==> config.mk <==
export PLATFORM = sky130hd
export DESIGN_NAME = alu_seq_ctrl
export DESIGN_NICKNAME = d
export VERILOG_FILES = /design/src/rtl/alu_seq_ctrl.sv
export SDC_FILE = /design/constraint.sdc
export NUM_CORES = 1
export LEC_CHECK = 0
export CORE_MARGIN = 8
export CORE_UTILIZATION = 43
export CTS_CLUSTER_SIZE = 14
export DETAILED_ROUTE_END_ITERATION = 12
export GPL_TIMING_DRIVEN = 1
export HOLD_SLACK_MARGIN = 0.08
export PLACE_DENSITY = 0.84
export SLEW_MARGIN = 20
export SYNTH_ARGS = -nofsm -noshare
export SYNTH_HDL_FRONTEND = slang
export SYNTH_SLANG_ARGS = --single-unit
==> constraint.sdc <==
create_clock -name clk -period 2.3 [get_ports clk]
set_input_delay 0.575 -clock clk [delete_from_list [all_inputs] [get_ports clk]]
set_output_delay 0.575 -clock clk [all_outputs]
set_load 0.01 [all_outputs]
==> src/rtl/alu_seq_ctrl.sv <==
// rtl/alu_seq_ctrl.sv - sequencer between an issue port, an external ALU and the register file
//
// Purpose: accepts one operation at a time, drives the ALU with the latched
// operands for the opcode's latency, captures the results and flags, then
// writes back one or two registers and strobes the flag register.
//
// Ports:
//   clk, reset (async, active-low)
//   issue_*          : request handshake and operation fields
//   flush            : abort of an operation still in EXEC
//   alu_*  (out)     : held operation fields and ALU enable
//   alu_result_0/1,
//   alu_next_flags   : ALU outputs, sampled on the last EXEC cycle
//   wb_en/addr/data  : single register-file write port
//   flag_reg_en      : flag register load strobe
//   flag_data        : flags captured from the ALU, loaded on flag_reg_en
//   busy             : high whenever the sequencer is not IDLE
module alu_seq_ctrl #(
  parameter int unsigned MUL_LAT = 3,
  parameter int unsigned DIV_LAT = 8
) (
  input  logic        clk,
  input  logic        reset,
  input  logic        issue_valid,
  output logic        issue_ready,
  input  logic [4:0]  issue_opcode,
  input  logic [2:0]  issue_rd,
  input  logic [15:0] issue_op1,
  input  logic [15:0] issue_op2,
  input  logic [3:0]  issue_bitpos,
  input  logic [7:0]  issue_imm,
  input  logic        flush,
  output logic        alu_en,
  output logic [4:0]  alu_opcode,
  output logic [15:0] alu_operand_1,
  output logic [15:0] alu_operand_2,
  output logic [3:0]  alu_bit_position,
  output logic [7:0]  alu_immediate,
  output logic [2:0]  alu_rd,
  input  logic [15:0] alu_result_0,
  input  logic [15:0] alu_result_1,
  input  logic [15:0] alu_next_flags,
  output logic        wb_en,
  output logic [2:0]  wb_addr,
  output logic [15:0] wb_data,
  output logic        flag_reg_en,
  output logic [15:0] flag_data,
  output logic        busy
);

  localparam logic [4:0] OP_ADD  = 5'd1;
  localparam logic [4:0] OP_SUB  = 5'd2;
  localparam logic [4:0] OP_MUL  = 5'd3;
  localparam logic [4:0] OP_DIV  = 5'd4;
  localparam logic [4:0] OP_NOT  = 5'd5;
  localparam logic [4:0] OP_AND  = 5'd6;
  localparam logic [4:0] OP_OR   = 5'd7;
  localparam logic [4:0] OP_XOR  = 5'd8;
  localparam logic [4:0] OP_INC  = 5'd9;
  localparam logic [4:0] OP_CMP  = 5'd10;
  localparam logic [4:0] OP_RR   = 5'd11;
  localparam logic [4:0] OP_RL   = 5'd12;
  localparam logic [4:0] OP_SETB = 5'd13;
  localparam logic [4:0] OP_CLRB = 5'd14;
  localparam logic [4:0] OP_CPLB = 5'd15;
  localparam logic [4:0] OP_SETF = 5'd16;
  localparam logic [4:0] OP_CLRF = 5'd17;
  localparam logic [4:0] OP_CPLF = 5'd18;
  localparam logic [4:0] OP_LBL  = 5'd19;
  localparam logic [4:0] OP_LBH  = 5'd20;
  localparam logic [4:0] OP_MOV  = 5'd21;

  typedef enum logic [1:0] {IDLE, EXEC, WB0, WB1} state_t;

  state_t      state, state_nxt;
  logic [3:0]  cnt;
  logic [3:0]  lat_m1;
  logic [4:0]  opc;
  logic [2:0]  rd;
  logic [15:0] op1, op2;
  logic [3:0]  bitpos;
  logic [7:0]  imm;
  logic [15:0] res0, res1, flg;
  logic        accept;
  logic        is_alu, is_move, no_wb, two_wb;

  // issue_ready is gated by reset so nothing is offered while reset is held.
  assign issue_ready = (state == IDLE) && reset;
  assign accept      = issue_valid && issue_ready;
  assign busy        = (state != IDLE);

  assign alu_en           = (state == EXEC) && is_alu;
  assign alu_opcode       = opc;
  assign alu_operand_1    = op1;
  assign alu_operand_2    = op2;
  assign alu_bit_position = bitpos;
  assign alu_immediate    = imm;
  assign alu_rd           = rd;
  assign flag_data        = flg;

  // EXEC length is chosen from the incoming opcode so cnt is loaded on accept.
  always_comb begin
    lat_m1 = 4'd0;
    case (issue_opcode)
      OP_MUL:  lat_m1 = 4'(MUL_LAT - 1);
      OP_DIV:  lat_m1 = 4'(DIV_LAT - 1);
      default: lat_m1 = 4'd0;
    endcase
  end

  // Class of the latched opcode; anything unlisted behaves as a NOP.
  always_comb begin
    is_alu  = 1'b0;
    is_move = 1'b0;
    no_wb   = 1'b0;
    two_wb  = 1'b0;
    case (opc)
      OP_ADD, OP_SUB, OP_NOT, OP_AND, OP_OR, OP_XOR, OP_INC,
      OP_RR, OP_RL, OP_SETB, OP_CLRB, OP_CPLB: is_alu = 1'b1;
      OP_MUL, OP_DIV: begin
        is_alu = 1'b1;
        two_wb = 1'b1;
      end
      OP_CMP, OP_SETF, OP_CLRF, OP_CPLF: begin
        is_alu = 1'b1;
        no_wb  = 1'b1;
      end
      OP_LBL, OP_LBH, OP_MOV: is_move = 1'b1;
      default: ;
    endcase
  end

  always_ff @(posedge clk or negedge reset) begin
    if (!reset) begin
      state <= IDLE;
    end else begin
      state <= state_nxt;
    end
  end

  always_comb begin
    state_nxt   = state;
    wb_en       = 1'b0;
    wb_addr     = 3'd0;
    wb_data     = 16'd0;
    flag_reg_en = 1'b0;
    case (state)
      IDLE: begin
        if (accept) state_nxt = EXEC;
      end
      EXEC: begin
        if (flush) begin
          state_nxt = IDLE;
        end else if (cnt == 4'd0) begin
          state_nxt = (is_alu || is_move) ? WB0 : IDLE;
        end
      end
      WB0: begin
        wb_en       = !no_wb;
        wb_addr     = rd;
        wb_data     = res0;
        flag_reg_en = is_alu;
        state_nxt   = two_wb ? WB1 : IDLE;
      end
      WB1: begin
        wb_en     = 1'b1;
        wb_addr   = rd + 3'd1;
        wb_data   = res1;
        state_nxt = IDLE;
      end
      default: state_nxt = IDLE;
    endcase
  end

  always_ff @(posedge clk or negedge reset) begin
    if (!reset) begin
      cnt    <= 4'd0;
      opc    <= 5'd0;
      rd     <= 3'd0;
      op1    <= 16'd0;
      op2    <= 16'd0;
      bitpos <= 4'd0;
      imm    <= 8'd0;
      res0   <= 16'd0;
      res1   <= 16'd0;
      flg    <= 16'd0;
    end else if (accept) begin
      cnt    <= lat_m1;
      opc    <= issue_opcode;
      rd     <= issue_rd;
      op1    <= issue_op1;
      op2    <= issue_op2;
      bitpos <= issue_bitpos;
      imm    <= issue_imm;
    end else if (state == EXEC && !flush) begin
      if (cnt == 4'd0) begin
        res0 <= alu_result_0;
        res1 <= alu_result_1;
        flg  <= alu_next_flags;
      end else begin
        cnt <= cnt - 4'd1;
      end
    end
  end

endmodule

Yosys cells after proc, flatten, opt, wreduce, memory -nomap -nowiden

Index checks and enable logic that the tools add are counted.

Bitwise logic cells: 1
Multiplexer cells: 18
Equality and inequality tests: 29
Reduce and logical (&&, ||, !) cells: 18
Add/sub/neg operators: 2

Operators by type and width:

| kind                  | number |
|---|---|
| $eq A5 B4 Y1 const B  | 8 |
| $pmux W16 S2          | 1 |
| $eq A5 B5 Y1 const B  | 6 |
| $eq A5 B3 Y1 const B  | 5 |
| $reduce_or A18 Y1     | 1 |
| $eq A5 B2 Y1 const B  | 3 |
| $mux W4               | 3 |
| $pmux W3 S2           | 2 |
| $mux W2               | 5 |
| $pmux W2 S4           | 1 |
| $eq A5 B1 Y1 const B  | 1 |
| $mux W1               | 5 |
| $eq A2 B2 Y1 const B  | 2 |
| $logic_and A1 B1 Y1   | 4 |
| $logic_not A4 Y1      | 1 |
| $ne A2 B2 Y1 const B  | 2 |
| $reduce_and A2 Y1     | 2 |
| $reduce_bool A2 Y1    | 2 |
| $reduce_or A4 Y1      | 1 |
| $sub A4 B1 Y4 const B | 1 |
| $add A3 B1 Y3 const B | 1 |
| $ne A3 B3 Y1 const B  | 1 |
| $reduce_and A3 Y1     | 1 |
| $reduce_or A3 Y1      | 1 |
| other kinds (7)       | 8 |

Logic and storage cells: 79
Output and inout port bits: 92
Flip-flop bits (word level): 106
Input port bits: 104

Longest topological paths before layout

Gate-level depths: netlist of the first run.

Depth in word-level cells: 8
Mapped depth: 7
Gate-level depth less buffers: 5

Worst setup path after synthesis of the first run

OpenSTA, ideal clock, no wires.

Kind: register -> output
Start point: reg opc[1] (netlist: alu_opcode[1])
End point: out alu_en
Data required time: 1.725 ns
Arrival time: 1.276 ns
Buffers on the path: 1
Setup slack: 0.449 ns
Stages on the path, launching flop included: 5
Cell sequence: dfrtp_1 > clkbuf_1 > a211oi_1 > o22ai_1 > nor3b_1

Longest elaborated chain between the ends: 4
Elaborated cells between the ends (all ways): 21

Ends and longest elaborated chain:

| what                                       | line | source |
|---|---|---|
| start, declared                            | 78   | `logic [4:0] opc;` |
| start signal, assigned                     | 189  | `opc <= issue_opcode;` |
| $eq A5 B2 Y1, or another cell as far along | 117  | `case (opc)` |
| $reduce_or A18 Y1 (no source line) *       | --   |  |
| $mux W1 *                                  | 117  |  |
| $logic_and A1 B1 Y1 *                      | 92   | `assign alu_en = (state == EXEC) && is_alu;` |
| end, declared                              | 33   | `output logic alu_en,` |

Every way passes the cells marked *; elsewhere a longest branch is shown, timed or not.

Final worst setup path of the first run

Start point: reg opc[4] (netlist: alu_opcode[4])
End point: out alu_en

The elaborated chain is that of the path after synthesis.

==> results of run 1 <==
## worst max-delay path: stages, from the launching register on
cell and delay [ns]:
dfrtp_1 0.40, or4_4 0.56, o22ai_4 0.19, nor3b_2 0.07, buf_2 0.14
## final timing paths
path	from	cells after the start	to	slack (ns)
hold / removal	reset	2	res0[5]$_DFFE_PN0P_	0.23
setup reg to reg	cnt[0]$_DFFE_PN0P_	7	flag_data[9]$_DFFE_PN0P_	0.45
setup / recovery	alu_opcode[4]$_DFFE_PN0P_	4	alu_en	0.003
max in group asynchronous	reset	2	flag_data[9]$_DFFE_PN0P_	1.38
hold reg to reg	alu_operand_2[10]$_DFFE_PN0P_	2	alu_operand_2[10]$_DFFE_PN0P_	0.48
min in group clk	alu_operand_2[10]$_DFFE_PN0P_	2	alu_operand_2[10]$_DFFE_PN0P_	0.48
## cell families after synthesis
kind of cell             Yosys count
AND/OR/NAND/NOR                  202
flip-flops                       106
multiplexers                      65
buffers and inverters             29
AO/OA/AOI/OAI                     19
adder cells (fa/ha/maj)            3
XOR/XNOR                           2
## per-layer routing
layer	global-route usage, %	part of all wire [%]	routed length (um)	vias to the layer above
li1	-	-	-	1799
met1	20.9	38	5050	1845
met2	30.9	50	6630	153
met3	6.53	8.9	1170	22
met4	8.04	2.6	337	0
met5	0	0	0	-
## state kept, by name (all words and copies together), names as in the netlist
| signal | cells |
|---|---|
| alu_immediate | 8 |
| alu_rd | 3 |
| alu_bit_position | 4 |
| alu_operand_2 | 16 |
| alu_operand_1 | 16 |
| alu_opcode | 5 |
| cnt | 4 |
| res1 | 16 |
| flag_data | 16 |
| res0 | 16 |
| state | 2 |
## repair_timing
action	in CTS	in global routing
endpoints found under the hold margin	0	0
gates resized for setup	36	7
setup endpoints to repair	23	6
pin swaps	3	3
setup buffers	1	0
## power by group
group          internal [mW]  switching, mW
Clock                  0.548          0.592
Sequential              2.79          0.553
Combinational           2.50           1.84
## cell usage in the layout (no fill, tap or decap), types with 3 or more instances in the layout
cell type          n
mux2_2            28
mux2i_1           17
buf_4             19
mux2_4            20
nand2_1          157
dlygate4sd2_1     18
o21ai_0            3
ha_1               3
or3b_2             3
o211ai_1           3
nor2b_1           18
nor2_1             5
inv_1              5
clkdlybuf4s50_1  171
clkbuf_2           3
clkbuf_8          11
dfrtp_1          105
## final cells by class
class | instances | area [um^2] | share of cell area [%]
clock buffers | 11 | 151 | 2.15
clock inverters | 3 | 40.0 | 0.568
inverters | 5 | 18.8 | 0.266
multi-input cells | 291 | 1910 | 27.1
flip-flops and latches | 106 | 2650 | 37.7
well taps | 140 | 175 | 2.49
repair buffers | 217 | 2100 | 29.8
## through the flow
| step | total power [mW] | setup slack, ns |
|---|---|---|
| 4_1_cts | 8.92 | -0.0408 |
| 3_5_place_dp | 7.72 | -0.0160 |
| 6_report | 8.82 | 0.00296 |
| 2_1_floorplan | 5.41 | 0.449 |
| 5_1_grt | 9.41 | -0.0806 |
| 3_3_place_gp | 7.54 | -0.0196 |
==> run summary, run 1 <==
final wirelength: 13.2 mm
drt drc: 0
Slew HR: 49.4%
pins over their slew limit: 0
setup TNS: 0 ns
share of layout cells above drive strength 1: 16.4%
die footprint: 14500 um^2
antenna violations before repair: 0
endpoints failing setup: 0
Vias: 3819
DP HPWL: 10.0 mm
Final GP Congestion: 0.826
Layout Utilization: 65.9%
Placed Cells: 758
count leader, synth: nand2_1
Yosys top cell area share: 56.8%
Post-synth EDFFs: 0
Diodes inserted: 0
Slew @ Worst Pin: 0.758 ns
first-pass GRT wire length: 21.3 mm
I/O Buffers: 195
Mapped Area: 4670 um^2
WP data arrival: 1.72 ns
Clock transition at path regs: 0.10 ns
sequential area share after synthesis: 56.8%
NumNets Final: 737
TritonCTS clock tree: built
antenna-violating nets left: 0
First-pass DRT Iterations: 5
Synth cell types: 44
Worst Skew: 0.0116 ns
dpl cell area: 6860 um^2
Overflow after GRT: 0
period utilization: 99.9%
synth warn: 0
Die X: 120 um
vias in the first global route: 4090
WL/cell: 17.1 um
Critical Path RT: 1.73 ns
synthesis-to-layout area growth: 50.8%
leakage power: 3.37 nW
Async SR Flop Fraction: 100%
H-tree depth: 3
status: finished clean
mux cell area share after synthesis: 16.8%
post-synthesis compound-gate area fraction: 2.89%
Crit. End Element: output port
final instance area: 7050 um^2
Initial Utilization: 43.7%
Final min period: 2.30 ns
dominant cells by area after synthesis: dfrtp_1 (57%), nand2_1 (13%), mux2_2 (6.7%), mux2_4 (6.4%), mux2i_1 (3.6%)
global-route usage over all layers: 18.4%
largest net degree at the start of global routing: 85
Crit Path Class: reg -> out
Clock Sinks: 106
FMAX: 0.435 GHz
Rows: 38
Post-Synth XOR/XNOR Area: 0.375%
largest family of logic cells by synthesized area: simple AND/OR/NAND/NOR gates
clk buf depth: 2
clk_lat worst skew: 0.36 ns
largest area contributor in the netlist: dfrtp_1
Mapped Avg Cell Area: 11.0 um^2
total core area: 10700 um^2
Iteration-0 DRC Markers: 196
synth cell count leaders: nand2_1 (157), dfrtp_1 (106), mux2_2 (28)
final hold violations: 0
pwr/cell area: 1250 nW/um^2
hold_buf cts: 0
CP max FO: 2
Clock Tree Root: clkbuf_8
Mapped Cells: 426
I/O pin total: 196
worst min path class: in -> async
Max Cap Viol: 0
syn nets: 533
Post-Synth Simple-Gate Area: 19.2%
Critical Path Start Type: register
average vias per placed instance: 4.94
Worst VDD drop: 0.674 mV
Fillers: 853
RSZ-0062 raised after global routing: true
#FFs+latches synth: 106
CTS buffer count: 9
Final Hold Slack: 0.229 ns
Synth Area in Adders: 0.803%
Layout Cells excl Fill: 773
Synth Flop Type: dfrtp_1
Die H: 120 um
No activity file was read; power rests on OpenSTA's default activity.
==> run 2: changes to the inputs <==
--- a/config.mk
+++ b/config.mk
@@ -5,13 +5,14 @@
 export SDC_FILE = /design/constraint.sdc
 export NUM_CORES = 1
 export LEC_CHECK = 0
+export ABC_AREA = 1
 export CORE_MARGIN = 8
-export CORE_UTILIZATION = 43
+export CORE_UTILIZATION = 42
 export CTS_CLUSTER_SIZE = 14
 export DETAILED_ROUTE_END_ITERATION = 12
-export GPL_TIMING_DRIVEN = 1
+export GPL_ROUTABILITY_DRIVEN = 0
 export HOLD_SLACK_MARGIN = 0.08
-export PLACE_DENSITY = 0.84
+export PLACE_DENSITY = 0.83
 export SLEW_MARGIN = 20
 export SYNTH_ARGS = -nofsm -noshare
 export SYNTH_HDL_FRONTEND = slang
==> run 2 against run 1 <==
Sequential power about the same. Sequential share of layout area increased by 0.85 points. Largest power group unchanged. Clock power decreased by 7%. Register-to-register slack improved by 0.23 ns. Clock skew decreased by 0.0012 ns. Final area decreased by 2.0%.
==> run summary, run 2 <==
status: finished clean
CTS buffer count: 9
Post-synth EDFFs: 0
FMAX: 0.446 GHz
Layout Cells excl Fill: 776
CP Buf/Inv Count: 3
setup TNS: 0 ns
final wirelength: 13.3 mm
worst min path class: in -> async
Max Cap Viol: 0
multi-input logic area: 1730 um^2
Async SR Flop Fraction: 100%
WL/cell: 17.1 um
Yosys top cell area share: 58.6%
pins over their slew limit: 0
sequential area share after synthesis: 58.6%
pwr/cell area: 1170 nW/um^2
average vias per placed instance: 4.90
Fillers: 848
synth cell count leaders: nand2_1 (168), dfrtp_1 (106), mux2_2 (28)
worst-path cell chain: nand2_4 -> clkinv_1 -> buf_6 -> a22o_1 -> dlygate4sd2_1
commonest non-fill, non-tap cells in the layout: clkdlybuf4s50_1 (171), nand2_1 (167), dfrtp_1 (101)
clk buf depth: 2
syn nets: 537
commonest non-fill, non-tap cell in the layout: clkdlybuf4s50_1
Crit Path Class: reg -> out
final hold violations: 0
#FFs+latches synth: 106
I/O Buffers: 195
Synth Flop Type: dfrtp_1
Crit. End Element: output port
First-pass DRT Iterations: 4
WP data arrival: 1.67 ns
Vias: 3800
Slew @ Worst Pin: 0.756 ns
Clock Tree Root: clkbuf_8
antenna-violating nets left: 0
Overflow after GRT: 0
first-pass GRT wire length: 21.3 mm
Synth cell types: 28
Crit path largest cell delay: 0.47 ns
Reg2Reg Depth: 8
TritonCTS clock tree: built
NumNets Final: 739
worst-path cell with the longest stage delay: dfrtp_2
Slew HR: 49.6%
die footprint: 14400 um^2
DP HPWL: 10.1 mm
largest net degree at the start of global routing: 62
Initial Utilization: 42.3%
Clock transition at path regs: 0.09 ns
Die X: 120 um
Iteration-0 DRC Markers: 236
Mapped Area: 4530 um^2
Critical Path Start Type: register
Rows: 38
Top Family by Delay on Critical Path: buffers and inverters
clk_lat worst skew: 0.36 ns
antenna violations before repair: 0
count leader, synth: nand2_1
period utilization: 97.5%
Worst VDD drop: 0.591 mV
vias in the first global route: 3999
Clock Sinks: 106
endpoints failing setup: 0
synthesis-to-layout area growth: 52.5%
total core area: 10700 um^2
Worst Skew: 0.0104 ns
Critical Path RT: 1.73 ns
dominant cells by area after synthesis: dfrtp_1 (59%), nand2_1 (14%), mux2_2 (7.0%), mux2_4 (6.6%), a22o_1 (3.3%)
Crit path depth: 5
H-tree depth: 3
Placed Cells: 757
global-route usage over all layers: 18.6%
CP max FO: 17
Mapped Cells: 430
register area: 2660 um^2
Mapped Avg Cell Area: 10.5 um^2
share of layout cells above drive strength 1: 16.0%
drt drc: 0
Final min period: 2.24 ns
Die H: 120 um
hold_buf cts: 0
leakage power: 3.35 nW
synth warn: 0
RSZ-0062 raised after global routing: true
Diodes inserted: 0
I/O pin total: 196
largest area contributor in the netlist: dfrtp_1
[run 2: changes by cell type after synthesis, sizes merged, moves of 13 or more]
cell,previous run,this run
a22o,0,17
inv,5,19
nand2,158,171
nor2b,18,0
mux2i,17,0
[run 2: layout make-up]
type | instances | area share (%)
sequential | 106 | 38.5
timing repair buffer | 210 | 30.1
multi-input combinational | 285 | 25.1
tap | 140 | 2.54
clock buffer | 12 | 2.25
inverter | 20 | 1.09
clock inverter | 3 | 0.363
[run 2: metal layers]
layer	share of wire, %	wire, um	GRT usage, %
met1	42	5590	22.8
met2	48	6350	30.0
met3	8.3	1100	6.29
met4	1.7	232	6.40
met5	0	0	0
[run 2: cells by family (layout without fill, tap and decap cells)]
family	Yosys count	after routing	synth area share, %
DFF	106	106	58.6
adders and majority gates	3	3	0.830
buffers and inverters	39	245	4.04
muxes	48	48	13.6
xor gates and xnor gates	1	1	0.194
AOI/OAI and AO/OA	36	36	5.58
and+or+nand+nor	197	197	17.1
[run 2: final timing paths]
| path | startpoint | slack, ns | end |
|---|---|---|---|
| max in group asynchronous | reset | 0.79 | alu_opcode[3]$_DFFE_PN0P_ |
| hold reg to reg | alu_operand_2[0]$_DFFE_PN0P_ | 0.49 | alu_operand_2[0]$_DFFE_PN0P_ |
| hold / removal | reset | 0.30 | flag_data[12]$_DFFE_PN0P_ |
| setup / recovery | state[0]$_DFFE_PN0P_ | 0.06 | wb_data[1] |
| min in group clk | alu_operand_2[0]$_DFFE_PN0P_ | 0.49 | alu_operand_2[0]$_DFFE_PN0P_ |
| setup reg to reg | state[1]$_DFFE_PN0P_ | 0.68 | alu_operand_1[12]$_DFFE_PN0P_ |
[run 2: stage by stage]
stage / util, % / instance area [um^2] / power (mW) / worst slack [ns] / hold WS [ns]
final: 64.5 / 6900 / 8.11 / 0.0571 / 0.297
after global routing: 64.5 / 6900 / 8.64 / -0.0390 / 0.346
after CTS: 64.3 / 6870 / 8.14 / 0.000345 / 0.317
after detailed placement: 62.3 / 6660 / 7.02 / 0.0774 / 0.464
after global placement: 62.3 / 6660 / 6.88 / 0.124 / 0.461
after floorplan: - / 4530 / 4.99 / 0.561 / 0.279
[run 2: worst register-to-register path, delay by kind of cell, from the launching register on]
kind                   cells  cell delay [ns]
and+or+nand+nor            5             0.53
DFF                        1             0.46
buffers and inverters      3             0.57
[run 2: timing repair]
| action | 4_1_cts | 5_1_grt |
|---|---|---|
| pin swaps | 0 | 2 |
| setup buffers | 4 | 0 |
| gates resized for setup | 34 | 20 |
| endpoints found under the setup margin | 23 | 21 |
[run 2: report_power, final]
part	switching [mW]	internal [mW]
registers	0.596	2.76
logic	1.57	2.11
clock network	0.608	0.452
total	2.78	5.33
